$ cat src/rtl/dds_serial_loader.sv
// dds_serial_loader: assembles a WORD_W-bit word from host chunks and shifts it LSB-first to the DDS pins; define DDS_INIT_SEQ_EN for the power-up init sequence
module dds_serial_loader #(
  parameter int WORD_W = 40,
  parameter int DATA_W = 16,
  parameter int DIV = 2,
  localparam int NCHUNK = (WORD_W + DATA_W - 1) / DATA_W,
  localparam int SEL_W = (NCHUNK > 1) ? $clog2(NCHUNK) : 1
) (
  input  logic              dds_clk,
  input  logic              dds_reset,
  input  logic              dds_clken,
  input  logic              dds_load,
  input  logic [SEL_W-1:0]  dds_sel,
  input  logic [DATA_W-1:0] dds_datain,
  input  logic              dds_start,
  output logic              dds_busy,
  output logic              dds_done,
  output logic              ddswclk,
  output logic              ddsfqud,
  output logic              ddsreset,
  output logic              ddsdata
);
  localparam int BW = $clog2(WORD_W + 1);
  localparam int TW = $clog2(4 * DIV + 1);
`ifdef DDS_INIT_SEQ_EN
  typedef enum logic [3:0] {IDLE, BIT_LO, BIT_HI, FQUD, DONE, INIT_RST, INIT_LO, INIT_HI, INIT_FQ} state_t;
  localparam state_t RST_STATE = INIT_RST;
`else
  typedef enum logic [2:0] {IDLE, BIT_LO, BIT_HI, FQUD, DONE} state_t;
  localparam state_t RST_STATE = IDLE;
`endif
  state_t state_q, state_d;
  logic [TW-1:0] timer_q, timer_d, tick_max;
  logic [BW-1:0] bit_q, bit_d;
  logic [WORD_W-1:0] shift_q, shift_d, shadow_q, shadow_d;
  logic wclk_q, wclk_d, fqud_q, fqud_d, data_q, data_d, busy_q, busy_d, done_q, done_d;
  logic phase_end;
`ifdef DDS_INIT_SEQ_EN
  logic ddsrst_q, ddsrst_d;
  assign tick_max = (state_q == INIT_RST) ? TW'(4 * DIV - 1) : TW'(DIV - 1);
  assign ddsreset = ddsrst_q;
`else
  assign tick_max = TW'(DIV - 1);
  assign ddsreset = 1'b0;
`endif
  assign phase_end = timer_q == tick_max;
  assign dds_busy = busy_q;
  assign dds_done = done_q;
  assign ddswclk = wclk_q;
  assign ddsfqud = fqud_q;
  assign ddsdata = data_q;
  // shadow write: out-of-range selects match no bit, bits past WORD_W-1 are never addressed
  always_comb begin
    shadow_d = shadow_q;
    for (int i = 0; i < WORD_W; i++)
      if (dds_load && int'(dds_sel) == i / DATA_W) shadow_d[i] = dds_datain[i % DATA_W];
  end
  // next state: DONE always exits, everything else moves only on enabled ticks
  always_comb begin
    state_d = state_q;
    timer_d = timer_q;
    bit_d = bit_q;
    shift_d = shift_q;
    if (state_q == DONE) state_d = IDLE;
    else if (dds_clken && state_q == IDLE) begin
      if (dds_start) begin
        state_d = BIT_LO;
        timer_d = '0;
        bit_d = '0;
        shift_d = shadow_d;
      end
    end else if (dds_clken && !phase_end) timer_d = timer_q + 1'b1;
    else if (dds_clken) begin
      timer_d = '0;
      case (state_q)
        BIT_LO: state_d = BIT_HI;
        BIT_HI: begin
          state_d = (bit_q == BW'(WORD_W - 1)) ? FQUD : BIT_LO;
          bit_d = (bit_q == BW'(WORD_W)) ? bit_q : bit_q + 1'b1;
          shift_d = shift_q >> 1;
        end
        FQUD: state_d = DONE;
`ifdef DDS_INIT_SEQ_EN
        INIT_RST: state_d = INIT_LO;
        INIT_LO: state_d = INIT_HI;
        INIT_HI: state_d = INIT_FQ;
        INIT_FQ: state_d = IDLE;
`endif
        default: state_d = IDLE;
      endcase
    end
  end
  // pin and status values decoded from the current state, registered one cycle later
  always_comb begin
    busy_d = state_q != IDLE && state_q != DONE;
    done_d = state_q == DONE;
    data_d = (state_q == BIT_LO) ? shift_q[0] : data_q;
`ifdef DDS_INIT_SEQ_EN
    wclk_d = state_q inside {BIT_HI, INIT_HI};
    fqud_d = state_q inside {FQUD, INIT_FQ};
    ddsrst_d = state_q == INIT_RST;
`else
    wclk_d = state_q == BIT_HI;
    fqud_d = state_q == FQUD;
`endif
  end
  // state, datapath and output registers; reset also clears the shadow
  always_ff @(posedge dds_clk) begin
    if (dds_reset) begin
      state_q <= RST_STATE;
      timer_q <= '0;
      bit_q <= '0;
      shift_q <= '0;
      shadow_q <= '0;
      wclk_q <= 1'b0;
      fqud_q <= 1'b0;
      data_q <= 1'b0;
      done_q <= 1'b0;
`ifdef DDS_INIT_SEQ_EN
      busy_q <= 1'b1;
      ddsrst_q <= 1'b1;
`else
      busy_q <= 1'b0;
`endif
    end else begin
      state_q <= state_d;
      timer_q <= timer_d;
      bit_q <= bit_d;
      shift_q <= shift_d;
      shadow_q <= shadow_d;
      wclk_q <= wclk_d;
      fqud_q <= fqud_d;
      data_q <= data_d;
      done_q <= done_d;
      busy_q <= busy_d;
`ifdef DDS_INIT_SEQ_EN
      ddsrst_q <= ddsrst_d;
`endif
    end
  end
endmodule

$ cat config.mk
export PLATFORM = sky130hd
export DESIGN_NAME = dds_serial_loader
export DESIGN_NICKNAME = d
export VERILOG_FILES = /design/src/rtl/dds_serial_loader.sv
export SDC_FILE = /design/constraint.sdc
export NUM_CORES = 1
export LEC_CHECK = 0
export ABC_AREA = 1
export CAP_MARGIN = 10
export CORE_MARGIN = 1.5
export CORE_UTILIZATION = 55
export CTS_BUF_LIST = sky130_fd_sc_hd__clkbuf_8
export DETAILED_ROUTE_END_ITERATION = 16
export PLACE_DENSITY_LB_ADDON = 0.05
export SYNTH_ARGS = -nofsm -noshare
export SYNTH_HDL_FRONTEND = slang
export SYNTH_SLANG_ARGS = --single-unit
$ cat constraint.sdc
create_clock -name dds_clk -period 1.35 [get_ports dds_clk]
set_input_delay 0.3375 -clock dds_clk [delete_from_list [all_inputs] [get_ports dds_clk]]
set_output_delay 0.3375 -clock dds_clk [all_outputs]
set_load 0.01 [all_outputs]
==> results of run 1 <==
[synth_stat cells (all sizes together)]
| cell | number | area (sq um) |
|---|---|---|
| o21ai | 126 | 631 |
| nand2 | 117 | 452 |
| nor3 | 1 | 5.00 |
| inv | 60 | 225 |
| nor2 | 145 | 571 |
| nor4 | 1 | 6.26 |
| dfxtp | 98 | 1960 |
| nand3 | 15 | 85.1 |
| nand3b | 2 | 15.0 |
| ha | 4 | 50.1 |
| buf | 16 | 95.1 |
| a21oi | 8 | 40.0 |
| o21bai | 1 | 7.51 |
| a211oi | 1 | 7.51 |
| nand4 | 2 | 12.5 |
| xor2 | 1 | 8.76 |
| clkbuf | 19 | 71.3 |
| conb | 1 | 3.75 |
[cell families after synthesis]
kind of cell	after synthesis	share of synthesized area, %
other cells	1	0.0883
simple gates	283	27.0
buf+inv	95	9.22
fa+ha+maj	4	1.18
flops	98	46.2
compound gates	136	16.1
xor+xnor	1	0.206
[area by class of cell]
cell class / instances / area [sq um] / share of cell area, %
multi-input cells: 425 / 2160 / 37.8
repair buffers: 99 / 1020 / 17.8
clock inverters: 6 / 57.6 / 1.01
clock buffers: 10 / 138 / 2.41
inverters: 60 / 235 / 4.13
flip-flops and latches: 98 / 1970 / 34.6
well taps: 99 / 124 / 2.17
[power groups by stage]
stage                     logic [mW]  clock network [mW]  registers (mW)
final                           1.87                1.88            3.28
after detailed placement        1.50                   0            3.32
after global placement          1.47                   0            3.32
after floorplan                0.882                   0            3.32
after global routing            2.07                2.03            3.30
after CTS                       1.74                1.93            3.27
[worst paths after layout]
check                                                 to               startpoint  cells past startpoint  slack [ps]
worst max-delay path            shift_q[23]$_SDFFE_PP0P_  timer_q[1]$_SDFFE_PP0P_                     10        -110
worst min-delay path             shadow_q[39]$_SDFF_PP0_  shadow_q[39]$_SDFF_PP0_                      2         460
worst max register to register  shift_q[23]$_SDFFE_PP0P_  timer_q[1]$_SDFFE_PP0P_                     10        -110
worst min register to register   shadow_q[39]$_SDFF_PP0_  shadow_q[39]$_SDFF_PP0_                      2         460
[state kept, by name (all words and copies together) (netlist names)]
register / flops
shift_q: 40
bit_q: 6
ddswclk: 1
ddsdata: 1
shadow_q: 40
timer_q: 4
dds_done: 1
dds_busy: 1
state_q: 3
ddsfqud: 1
[critical path: stages (launching register included)]
cell and delay [ps]:
dfxtp_2 330, inv_2 70, ha_4 120, nand2_2 60, nand3_4 100, nand2_4 90, nor2_8 180, inv_8 80
clkbuf_16 170, nor2_1 110, nor2_1 60
[layer usage]
metal	routed length [um]	up-vias	part of all wire, %
met4	179	0	1.8
met1	4650	1843	46
met3	435	17	4.3
met5	0	-	0
met2	4780	82	48
li1	-	2099	-
[timing repair]
item                                   in CTS  in global routing
setup endpoints to repair                  56                 61
pin swaps                                  13                 13
setup buffers                               4                  1
resized for setup                         101                 60
gates cloned                                2                  1
endpoints found under the hold margin       0                  0
[through the flow]
| stage | setup WS [ps] | setup TNS, ps |
|---|---|---|
| 6_report | -111 | -3370 |
| 4_1_cts | -91.6 | -1510 |
| 3_5_place_dp | -516 | -34370 |
| 3_3_place_gp | -457 | -31350 |
| 2_1_floorplan | -35.5 | -278 |
| 5_1_grt | -198 | -7190 |
==> results.toml, run 1 <==
[critical_path]
cp-end-kind = "flop"
critPathKind = "reg -> reg"
crit_required_ps = 1610
critPathMaxFanout = 9
crit_arrival_ps = 1730
start_kind = "flop"

[drt]
firstDrtPassIters = 4
wl_um = 10000
dr.first_iter.drc_count = 190
drc = 0
via_count = 4041
wl_per_cell_um = 12.6
via_per_inst = 5.07
antenna_left = 0

[final_layout]
final_net_count = 720
area_growth_pct = 34.2
final_common_cell = "nor2_1"
layoutNonFillerInstCount = 797
fillerInstances = 548
mostFrequentLayoutCells = "nor2_1, nand2_1, dfxtp_1, o21ai_1, inv_1"
utilization_pct = 77.4
n_antenna_cell = 0
final_area_sq_um = 5700
drive_gt1_share_pct = 24.1

[placed_design]
postPlaceCellArea_sq_um = 5120
post-dp-hpwl_um = 6220
io_buffers = 27
gp_congestion = 0.824
dp.cells = 773

[global_routing]
grt_pass1_wl_um = 16900
grt_max_degree = 40
grt-busiest-layer = "met2"
grt-ovfl-total = 0
use_met1_pct = 32.3
grt_use_met3_pct = 4.71
met2_usage_pct = 42.0
antenna_found_initial = 0
grt_pass1_vias = 3769
grt_usage_pct = 25.2

[die]
dieHeight_um = 90.9
dieArea_sq_um = 8260
die_w_um = 90.9
core_sq_um = 7370
initial_core_util_pct = 57.6
io-pin-count = 29
row_count = 31

[logic_synthesis]
ys_warn_count = 0
synth_cell_types = 28
ys_seq_elements = 98
synth.yosys.seq_area_share_pct = 46.2
syn_avg_cell_area_sq_um = 6.87
netlist_instances = 618
synth_fp_nets = 645
syn-cell-area_sq_um = 4250

[timing]
setup_slack_ps = -111
drv_slew = 0
hold_viol = 0
min_period_ps = 1460
rsz0062_at_grt = "true"
setup_viol = 44
hold-worst-slack_ps = 462
fin_crit_sh_pct = 108
fin_skew_ps = 9.34
fmax_ghz = 0.684

[cts]
h-tree-depth = 3
clock_sinks = 98
clk_latency_ps = 360
root_buffer = "clkbuf_8"
hold_buffers = 0
cts_buffer_depth = 2
cts_buffers = 9
clk_pin_slew_ps = 90
cts_tree = "done"

[power_and_ir_drop]
p_switching_mw = 2.12
p_per_area_nw_per_um2 = 1230
power.switching_fraction_pct = 30.1
p_int_mw = 4.91
pwr-share-seq_pct = 46.6
p_comb_share_pct = 26.6
p_clk_share_pct = 26.8
peakVddDrop_mv = 0.828
p_leak_nw = 2.54
total_power_mw = 7.03

[run_status]
status = "finished with violations"
failed_checks = "setup timing"

[hold_path]
hold_class = "reg -> reg"

[run]
max_cap_viol_count = 0
No activity file was read; power rests on OpenSTA's default activity.
==> run 2: changes to the inputs <==
--- a/config.mk
+++ b/config.mk
@@ -11,7 +11,7 @@
 export CORE_UTILIZATION = 55
 export CTS_BUF_LIST = sky130_fd_sc_hd__clkbuf_8
 export DETAILED_ROUTE_END_ITERATION = 16
-export PLACE_DENSITY_LB_ADDON = 0.05
+export PLACE_DENSITY = 0.88
 export SYNTH_ARGS = -nofsm -noshare
 export SYNTH_HDL_FRONTEND = slang
 export SYNTH_SLANG_ARGS = --single-unit
==> run 2 against run 1 <==
The run still ends with setup timing left. First-iteration DRC count increased to 4.8 times the previous value. Sequential cell count unchanged. Clock skew increased by 12 ps. Critical path type unchanged. Worst setup slack worse by 210 ps. Total power grew 5.6%. Sequential power hardly changed.
==> results.toml, run 2 (synthesis gave the netlist of run 1 again) <==
[power_and_ir_drop]
power.switching_fraction_pct = 35.6
peakVddDrop_mv = 0.607
pwr-share-seq_pct = 44.6
p_clk_share_pct = 26.2
p_leak_nw = 2.51
total_power_mw = 7.42
p_comb_share_pct = 29.2
p_per_area_nw_per_um2 = 1290
p_switching_mw = 2.64
p_int_mw = 4.78

[timing]
fin_skew_ps = 21.3
drv_slew = 0
rsz0062_at_grt = "true"
hold_viol = 0
min_period_ps = 1670
setup_slack_ps = -320
fmax_ghz = 0.599
setup_viol = 52
fin_crit_sh_pct = 124

[cts]
clk_latency_ps = 400
hold_buffers = 0
clk_pin_slew_ps = 120
cts_buffers = 9
root_buffer = "clkbuf_8"
clock_sinks = 98
h-tree-depth = 3
cts_buffer_depth = 2
cts_tree = "done"

[drt]
wl_um = 15900
wl_per_cell_um = 20.0
via_per_inst = 6.23
dr.first_iter.drc_count = 915
firstDrtPassIters = 7
drc = 0
antenna_left = 0
via_count = 4945

[critical_path]
critPathKind = "reg -> reg"
start_kind = "flop"
crit_arrival_ps = 1960
critPathMaxFanout = 15
cp-end-kind = "flop"
crit_required_ps = 1640
r2r_cells = 9

[global_routing]
antenna_found_initial = 0
grt-ovfl-total = 0
grt_pass1_wl_um = 22400
grt_usage_pct = 34.7
grt_max_degree = 48
grt_pass1_vias = 4470

[run]
max_cap_viol_count = 0

[hold_path]
hold_class = "reg -> reg"
min_path_cells = 2

[die]
core_sq_um = 7370
die_w_um = 90.9
initial_core_util_pct = 57.6
io-pin-count = 29
dieArea_sq_um = 8260
dieHeight_um = 90.9
row_count = 31

[final_layout]
final_net_count = 717
n_antenna_cell = 0
mostFrequentLayoutCells = "nand2_1, nor2_1, dfxtp_1, o21ai_0, inv_1"
final_common_cell = "nand2_1"
drive_gt1_share_pct = 24.0
area_growth_pct = 35.3
reg_top3 = "shadow_q (40), shift_q (40), bit_q (6)"

[run_status]
failed_checks = "setup timing"
status = "finished with violations"

[placed_design]
post-dp-hpwl_um = 6490
io_buffers = 27
gp_congestion = 0.933
place_ws_ps = -620
[run 2: cell types whose count changed in the layout (fill, tap and decap cells not counted), moves of 4 or more]
cell | previous run | this run
nand2_1 | 105 | 109
o21ai_0 | 48 | 72
nor2_4 | 10 | 25
nor2_2 | 16 | 21
o21ai_2 | 20 | 10
o21ai_1 | 58 | 44
nor2_1 | 118 | 98
nand2_2 | 8 | 2
[run 2: path summary, 6_finish.rpt]
kind	from	end	slack (ps)
setup / recovery	state_q[0]$_SDFFE_PP0P_	shift_q[19]$_SDFFE_PP0P_	-320
hold / removal	shift_q[31]$_SDFFE_PP0P_	shift_q[31]$_SDFFE_PP0P_	500
setup reg to reg	state_q[0]$_SDFFE_PP0P_	shift_q[19]$_SDFFE_PP0P_	-320
hold reg to reg	shift_q[31]$_SDFFE_PP0P_	shift_q[31]$_SDFFE_PP0P_	500
[run 2: critical path, cell delays in order (launching register included)]
cell,delay [ps]
dfxtp_4,370
nor2_4,190
nand2_4,90
nand2_2,90
nand2_4,70
nand2_4,120
nor2_8,70
buf_4,200
o21ai_0,280
nor2_1,90
[run 2: what timing repair did]
action	CTS	global route
setup endpoints to repair	67	60
pin swaps	28	22
gates cloned	4	0
resized for setup	110	55
buffers inserted	8	5
[run 2: stage by stage]
stage          utilization, %  area, sq um  hold slack [ps]  TNS, ps  instances
2_1_floorplan               -         4280              424     -278        618
3_3_place_gp             68.1         5020              431   -32920        766
3_5_place_dp             68.1         5020              435   -38250        766
4_1_cts                  76.2         5610              447    -4550        792
5_1_grt                  78.0         5750              543   -14340        794
6_report                 78.0         5750              499   -11540        794
[run 2: cell type report]
cell class                 count  area (sq um)
clock buffer                  10           138
sequential                    98          1970
multi-input combinational    425          2240
inverter                      60           240
clock inverter                 6          53.8
timing repair buffer          96           980
fill                         381          1620
tap                           99           124
[run 2: power by group through the flow]
stage | clock [mW] | sequential (mW) | combinational [mW]
2_1_floorplan | 0 | 3.32 | 0.882
3_3_place_gp | 0 | 3.32 | 1.38
3_5_place_dp | 0 | 3.33 | 1.45
4_1_cts | 1.87 | 3.27 | 1.82
5_1_grt | 2.02 | 3.32 | 2.29
6_report | 1.94 | 3.31 | 2.17
[run 2: routing by layer]
metal  track usage, %  share of wire [%]  up-vias
li1                 -                  -     2088
met3             8.08                 11      170
met5                0                  0        -
met2             56.6                 45      478
met1             41.5                 35     2209
met4             20.8                8.6        0
